## src/rtl/uart_dc_deframer.sv

```systemverilog
// uart_dc_deframer
//   Pulls bytes from a first-word-fall-through UART RX FIFO, hunts for the
//   sync marker and deframes  SYNC | header | N | 4N payload bytes | checksum.
//   Payload bytes are packed MSB-first into 32-bit words and handed out through
//   a single valid/ready output register. The checksum is the XOR of the header,
//   the count and every payload byte. The frame is aborted when any of these
//   happens: the count is bad, the checksum fails, or the input sits idle for
//   TIMEOUT_CYCLES clocks mid-frame.
//
// Ports
//   i_clk           clock, rising edge
//   i_rst           asynchronous active-low reset; release is synchronised
//   i_rxq_data      FIFO head byte (valid when i_rxq_empty = 0)
//   i_rxq_empty     FIFO empty flag
//   o_rxq_deq       pop the FIFO head this cycle
//   o_word_data     assembled payload word
//   o_word_valid    o_word_data holds a word for the downstream
//   i_word_ready    downstream accepts the word
//   o_frame_start   pulse: header and count accepted
//   o_frame_type    header[7:5] of the current frame
//   o_frame_channel header[4:0] of the current frame
//   o_frame_done    pulse: frame passed its checksum
//   o_frame_err     pulse: frame aborted
//   o_err_code      0 none, 1 bad count, 2 timeout, 3 checksum
//   o_busy          deframer is inside a frame
module uart_dc_deframer #(
  parameter int         MAX_WORDS      = 32,
  parameter logic [7:0] SYNC_BYTE      = 8'hA5,
  parameter int         TIMEOUT_CYCLES = 100000
) (
  input  logic        i_clk,
  input  logic        i_rst,
  input  logic [7:0]  i_rxq_data,
  input  logic        i_rxq_empty,
  output logic        o_rxq_deq,
  output logic [31:0] o_word_data,
  output logic        o_word_valid,
  input  logic        i_word_ready,
  output logic        o_frame_start,
  output logic [2:0]  o_frame_type,
  output logic [4:0]  o_frame_channel,
  output logic        o_frame_done,
  output logic        o_frame_err,
  output logic [1:0]  o_err_code,
  output logic        o_busy
);

  localparam int                IDLE_W    = $clog2(TIMEOUT_CYCLES + 1);
  // The timeout fires on the empty cycle that would take the count to TIMEOUT_CYCLES.
  localparam logic [IDLE_W-1:0] IDLE_LAST = IDLE_W'(TIMEOUT_CYCLES - 1);
  localparam logic [7:0]        MAX_N     = 8'(MAX_WORDS);

  typedef enum logic [2:0] {
    S_HUNT, S_HDR, S_CNT, S_PAYLOAD, S_CSUM
  } state_e;

  // Reset assertion is immediate; release is delayed two clocks so every
  // flop leaves reset on the same edge.
  logic [1:0] rst_sync_q;
  logic       rst_n;

  always_ff @(posedge i_clk or negedge i_rst) begin
    if (!i_rst) rst_sync_q <= 2'b00;
    else        rst_sync_q <= {rst_sync_q[0], 1'b1};
  end

  assign rst_n = rst_sync_q[1];

  state_e            state_q,      state_d;
  logic [7:0]        hdr_q,        hdr_d;
  logic [7:0]        csum_q,       csum_d;
  logic [23:0]       acc_q,        acc_d;
  logic [1:0]        byte_cnt_q,   byte_cnt_d;
  logic [7:0]        words_left_q, words_left_d;
  logic [IDLE_W-1:0] idle_q,       idle_d;
  logic [31:0]       word_data_q,  word_data_d;
  logic              word_valid_q, word_valid_d;
  logic              start_q,      start_d;
  logic              done_q,       done_d;
  logic              err_q,        err_d;
  logic [1:0]        err_code_q,   err_code_d;
  logic [2:0]        type_q,       type_d;
  logic [4:0]        chan_q,       chan_d;
  logic              deq;

  always_ff @(posedge i_clk or negedge rst_n) begin
    if (!rst_n) begin
      state_q      <= S_HUNT;
      hdr_q        <= '0;
      csum_q       <= '0;
      acc_q        <= '0;
      byte_cnt_q   <= '0;
      words_left_q <= '0;
      idle_q       <= '0;
      word_data_q  <= '0;
      word_valid_q <= 1'b0;
      start_q      <= 1'b0;
      done_q       <= 1'b0;
      err_q        <= 1'b0;
      err_code_q   <= '0;
      type_q       <= '0;
      chan_q       <= '0;
    end else begin
      state_q      <= state_d;
      hdr_q        <= hdr_d;
      csum_q       <= csum_d;
      acc_q        <= acc_d;
      byte_cnt_q   <= byte_cnt_d;
      words_left_q <= words_left_d;
      idle_q       <= idle_d;
      word_data_q  <= word_data_d;
      word_valid_q <= word_valid_d;
      start_q      <= start_d;
      done_q       <= done_d;
      err_q        <= err_d;
      err_code_q   <= err_code_d;
      type_q       <= type_d;
      chan_q       <= chan_d;
    end
  end

  always_comb begin
    state_d      = state_q;
    hdr_d        = hdr_q;
    csum_d       = csum_q;
    acc_d        = acc_q;
    byte_cnt_d   = byte_cnt_q;
    words_left_d = words_left_q;
    idle_d       = idle_q;
    word_data_d  = word_data_q;
    word_valid_d = word_valid_q;
    start_d      = 1'b0;
    done_d       = 1'b0;
    err_d        = 1'b0;
    err_code_d   = err_code_q;
    type_d       = type_q;
    chan_d       = chan_q;
    deq          = 1'b0;

    // The downstream takes the held word; a new word loaded below overrides this.
    if (word_valid_q && i_word_ready) word_valid_d = 1'b0;

    unique case (state_q)
      S_HUNT: begin
        deq = !i_rxq_empty;
        if (deq && (i_rxq_data == SYNC_BYTE)) state_d = S_HDR;
      end
      S_HDR: begin
        deq = !i_rxq_empty;
        if (deq) begin
          hdr_d   = i_rxq_data;
          csum_d  = i_rxq_data;
          state_d = S_CNT;
        end
      end
      S_CNT: begin
        deq = !i_rxq_empty;
        if (deq) begin
          if ((i_rxq_data == 8'd0) || (i_rxq_data > MAX_N)) begin
            err_d      = 1'b1;
            err_code_d = 2'd1;
            state_d    = S_HUNT;
          end else begin
            start_d      = 1'b1;
            type_d       = hdr_q[7:5];
            chan_d       = hdr_q[4:0];
            err_code_d   = 2'd0;
            csum_d       = csum_q ^ i_rxq_data;
            words_left_d = i_rxq_data;
            byte_cnt_d   = 2'd0;
            acc_d        = '0;
            state_d      = S_PAYLOAD;
          end
        end
      end
      S_PAYLOAD: begin
        // The last byte of a word needs room in the output register; the
        // other three only go into the accumulator and never stall.
        deq = !i_rxq_empty &&
              ((byte_cnt_q != 2'd3) || !word_valid_q || i_word_ready);
        if (deq) begin
          csum_d = csum_q ^ i_rxq_data;
          if (byte_cnt_q == 2'd3) begin
            word_data_d  = {acc_q, i_rxq_data};
            word_valid_d = 1'b1;
            acc_d        = '0;
            byte_cnt_d   = 2'd0;
            words_left_d = words_left_q - 8'd1;
            if (words_left_q == 8'd1) state_d = S_CSUM;
          end else begin
            acc_d      = {acc_q[15:0], i_rxq_data};
            byte_cnt_d = byte_cnt_q + 2'd1;
          end
        end
      end
      S_CSUM: begin
        // Hold the checksum byte until the last word has left, so done/err
        // never precedes the final word.
        deq = !i_rxq_empty && !word_valid_q;
        if (deq) begin
          if (i_rxq_data == csum_q) begin
            done_d = 1'b1;
          end else begin
            err_d      = 1'b1;
            err_code_d = 2'd3;
          end
          state_d = S_HUNT;
        end
      end
      default: state_d = S_HUNT;
    endcase

    // Idle watchdog: only empty cycles inside a frame count. A held output
    // word is left alone so it is still delivered.
    if (state_q == S_HUNT || !i_rxq_empty) begin
      idle_d = '0;
    end else if (idle_q == IDLE_LAST) begin
      idle_d     = '0;
      err_d      = 1'b1;
      err_code_d = 2'd2;
      acc_d      = '0;
      byte_cnt_d = 2'd0;
      state_d    = S_HUNT;
    end else begin
      idle_d = idle_q + IDLE_W'(1);
    end
  end

  assign o_rxq_deq       = deq & rst_n;
  assign o_word_data     = word_data_q;
  assign o_word_valid    = word_valid_q;
  assign o_frame_start   = start_q;
  assign o_frame_type    = type_q;
  assign o_frame_channel = chan_q;
  assign o_frame_done    = done_q;
  assign o_frame_err     = err_q;
  assign o_err_code      = err_code_q;
  assign o_busy          = (state_q != S_HUNT);

endmodule

```

## config.mk

```make
export PLATFORM = sky130hd
export DESIGN_NAME = uart_dc_deframer
export DESIGN_NICKNAME = d
export VERILOG_FILES = /design/src/rtl/uart_dc_deframer.sv
export SDC_FILE = /design/constraint.sdc
export NUM_CORES = 1
export LEC_CHECK = 0
export BUFFER_PORTS_ARGS = -buffer_cell sky130_fd_sc_hd__buf_2
export CORE_ASPECT_RATIO = 2
export CORE_MARGIN = 10
export CORE_UTILIZATION = 55
export CTS_CLUSTER_SIZE = 20
export DETAILED_ROUTE_END_ITERATION = 10
export GPL_ROUTABILITY_DRIVEN = 1
export GPL_TIMING_DRIVEN = 0
export PLACE_DENSITY = 0.75
export SLEW_MARGIN = 10
export SYNTH_ARGS = -nofsm -noshare
export SYNTH_HDL_FRONTEND = slang
export SYNTH_SLANG_ARGS = --single-unit
```

## constraint.sdc

```tcl
create_clock -name i_clk -period 10.3 [get_ports i_clk]
set_input_delay 1.03 -clock i_clk [delete_from_list [all_inputs] [get_ports i_clk]]
set_output_delay 1.03 -clock i_clk [all_outputs]
set_load 0.02 [all_outputs]
```

==> reports/metrics.csv <==
stage,metric,value,unit
synth,syn-num-nets,489,
synth,yosys_register_bits,118,
critical_path,crit_fanout,10,
critical_path,cp-startpoint,i_rxq_empty,
final_layout,seqCellArea,0.002957,mm^2
final_layout,drive_above_1_share,0.3102,
synth,synthesis.area,0.005679,mm^2
final_layout,fillers,818,
floorplan,rows,52,
global_route,overflow,0,
route,ant_nets,0,
cts,post_cts_buffers,0,
synth,ys_seq_area_frac,0.5199,
floorplan,io_pins,60,
global_route,grtUsageTotal,0.1875,
final_layout,syn2layout_area_growth,18.79,%
cts,hold_buffers,0,
sta,worst_pin_slew,859.7,ps
final_layout,fin_util,0.6690,
power,peakVddDrop,0.1302,mV
global_route,grt_pass1_wl,22200,um
critical_path,worst-r2r-setup-slack,8140,ps
route,wl_met2,7795,um
final_layout,antenna_cells,0,
sta,fin_skew,8.032,ps
global_route,grt_max_degree,51,
sta,grt_setup_unrepaired,no,
place,port_buffers,54,
cts,clock-sinks,118,
sta,slew-limit-headroom,0.4216,
final_layout,nNetsFinal,564,
sta,hold-worst-slack,269.2,ps
sta,setup_viol,0,
global_route,grt_pass1_vias,4315,
cts,clock_latency,420,ps
floorplan,initial_core_util,0.5632,
synth,netlist_instances,473,
route,drcViolationCount,0,
route,wl,13750,um
job,max-cap-violations,0,
hold_path,hold_path_class,register to asynchronous set/reset pin,
route,top_layer,met4,
critical_path,cp.required,9270,ps
critical_path,critPathCapture,o_rxq_deq,
route,via_per_inst,5.905,
cts,clk_path_buf_depth,2,
final_layout,final_cell_mix,"dfrtp_1, buf_2, mux2_2, nor2_1, a32o_1",
floorplan,dieArea,0.01504,mm^2
route,dr_total_vias,4110,
route,dr.pass1.iters,5,
critical_path,r2r_start,state_q[2],
critical_path,critPathKind,input port to output pin,
route,drt_iter0_drc,190,
critical_path,end_kind,output pin,
floorplan,die_h,163.7,um
route,wl_per_cell,19.75,um
global_route,antenna_found_initial,0,
floorplan,die_x,91.86,um
cts,cts_tree,done,
synth,yosysWarningCount,0,
sta,maxSlewViolCount,0,
place,globalplace.congestion,0.8722,
cts,cts_root_buf,clkbuf_16,
place,hpwlAfterDp,10100,um
sta,fin_crit,3287,ps
critical_path,regToRegEndpoint,acc_q[20],
power,p_leak,3.302,nW
synth,synthArstFlopShare,1.000,
synth,synthFlopType,dfrtp_1,
sta,hold_viol,0,
floorplan,core,0.01008,mm^2
sta,clock.fmax,0.3042,GHz
cts,cts_resized,0,
sta,tns,0,ps
power,p_per_area,164.2,mW/mm^2
critical_path,start_kind,input port,
cts,htreeDepth,4,
cts,numCtsBuffers,17,
synth,synth-edff-count,0,
synth,synth_cell_type_count,72,
final_layout,mostFrequentLayoutCell,dfrtp_1,
cts,clk_pin_slew,60,ps
route,drt-met1-wl,5035,um
critical_path,ff2ff_path_depth,5,
outcome,status,"finished, final reports clean",
synth,syn_avg_cell_area,12.01,um^2
final_layout,multiInputGateArea,0.002412,mm^2
critical_path,arrival,2260,ps
route,wl_met3,571,um
sta,min_period_over_period,0.3192,
==> worst min path at each step <==
stage                   from             end  slack (ps)  cells past startpoint
6_report       rst_sync_q[1]  o_word_data[1]         270                      0
5_1_grt        rst_sync_q[1]  o_word_data[1]         310                      0
4_1_cts        rst_sync_q[1]  o_word_data[1]         280                      0
3_5_place_dp   rst_sync_q[1]  o_word_data[3]         280                      0
3_3_place_gp   rst_sync_q[0]   rst_sync_q[1]         340                      0
2_1_floorplan  rst_sync_q[0]   rst_sync_q[1]         330                      0
==> state kept, by name, summed over array words and instances, names as in the netlist <==
name             cells
idle_q              17
acc_q               24
rst_sync_q           2
o_frame_err          1
hdr_q                8
o_word_valid         1
o_frame_channel      5
o_frame_type         3
csum_q               8
o_frame_start        1
o_frame_done         1
o_word_data         32
state_q              3
o_err_code           2
words_left_q         8
byte_cnt_q           2
==> metal layers <==
layer | GRT usage | vias to the layer above
met1 | 0.1877 | 2091
met2 | 0.3500 | 96
met4 | 0.08956 | 0
met3 | 0.04527 | 22
li1 | - | 1901
met5 | 0 | -
==> cells by family after synthesis <==
family                   synth area share
AND/OR/NAND/NOR                    0.1395
AO/OA/AOI/OAI                      0.1417
multiplexers                       0.1018
adder cells (fa/ha/maj)          0.008813
other                           0.0006603
flip-flops                         0.5199
buffers and inverters             0.05530
XOR/XNOR                          0.03239
==> through the flow <==
stage / setup slack (ps) / area, um^2 / total power (W) / instances
6_report: 7013 / 6746 / 0.001108 / 696
5_1_grt: 6855 / 6746 / 0.001143 / 696
4_1_cts: 7047 / 6746 / 0.001116 / 696
3_5_place_dp: 7063 / 6170 / 0.0005477 / 664
3_3_place_gp: 4999 / 6118 / 0.0005429 / 662
2_1_floorplan: 5790 / 5679 / 0.0005289 / 473
==> area by class of cell <==
type / instances / share of cell area
plain buffers: 34 / 0.03542
clock buffers: 20 / 0.06621
clock inverters: 12 / 0.01929
inverters: 20 / 0.01113
multi-input cells: 301 / 0.3576
flip-flops and latches: 118 / 0.4382
well taps: 135 / 0.02504
repair buffers: 56 / 0.04711
==> cells in the mapped netlist, drive strengths merged, types with 6 or more instances <==
cell	n	area [um^2]
mux2i	6	60.06
clkbuf	9	33.78
mux2	46	518.0
inv	20	75.07
a22oi	6	45.04
a21oi	10	50.05
o211ai	11	87.58
nor4b	6	80.08
nor3	7	57.55
nand2	19	71.32
o21ai	18	101.4
dfrtp	118	2953
nand3	15	75.07
a32o	24	242.7
nor4	6	43.79
buf	25	205.2
nand4	10	90.08
xor2	20	175.2
nor2	25	93.84
==> power by group <==
| group | internal, W | total, W | switching (W) | leakage, nW |
|---|---|---|---|---|
| combinational | 0.0000208 | 0.0000526 | 0.0000318 | 1.46 |
| clock | 0.000361 | 0.000568 | 0.000207 | 0.280 |
| sequential | 0.000475 | 0.000487 | 0.0000117 | 1.56 |
==> worst max-delay path, stage by stage <==
cell	delay (ps)
buf_6	130
clkbuf_1	250
nor4_1	240
nand2_1	130
a21boi_0	260
buf_2	220
No activity file was read; power rests on OpenSTA's default activity.
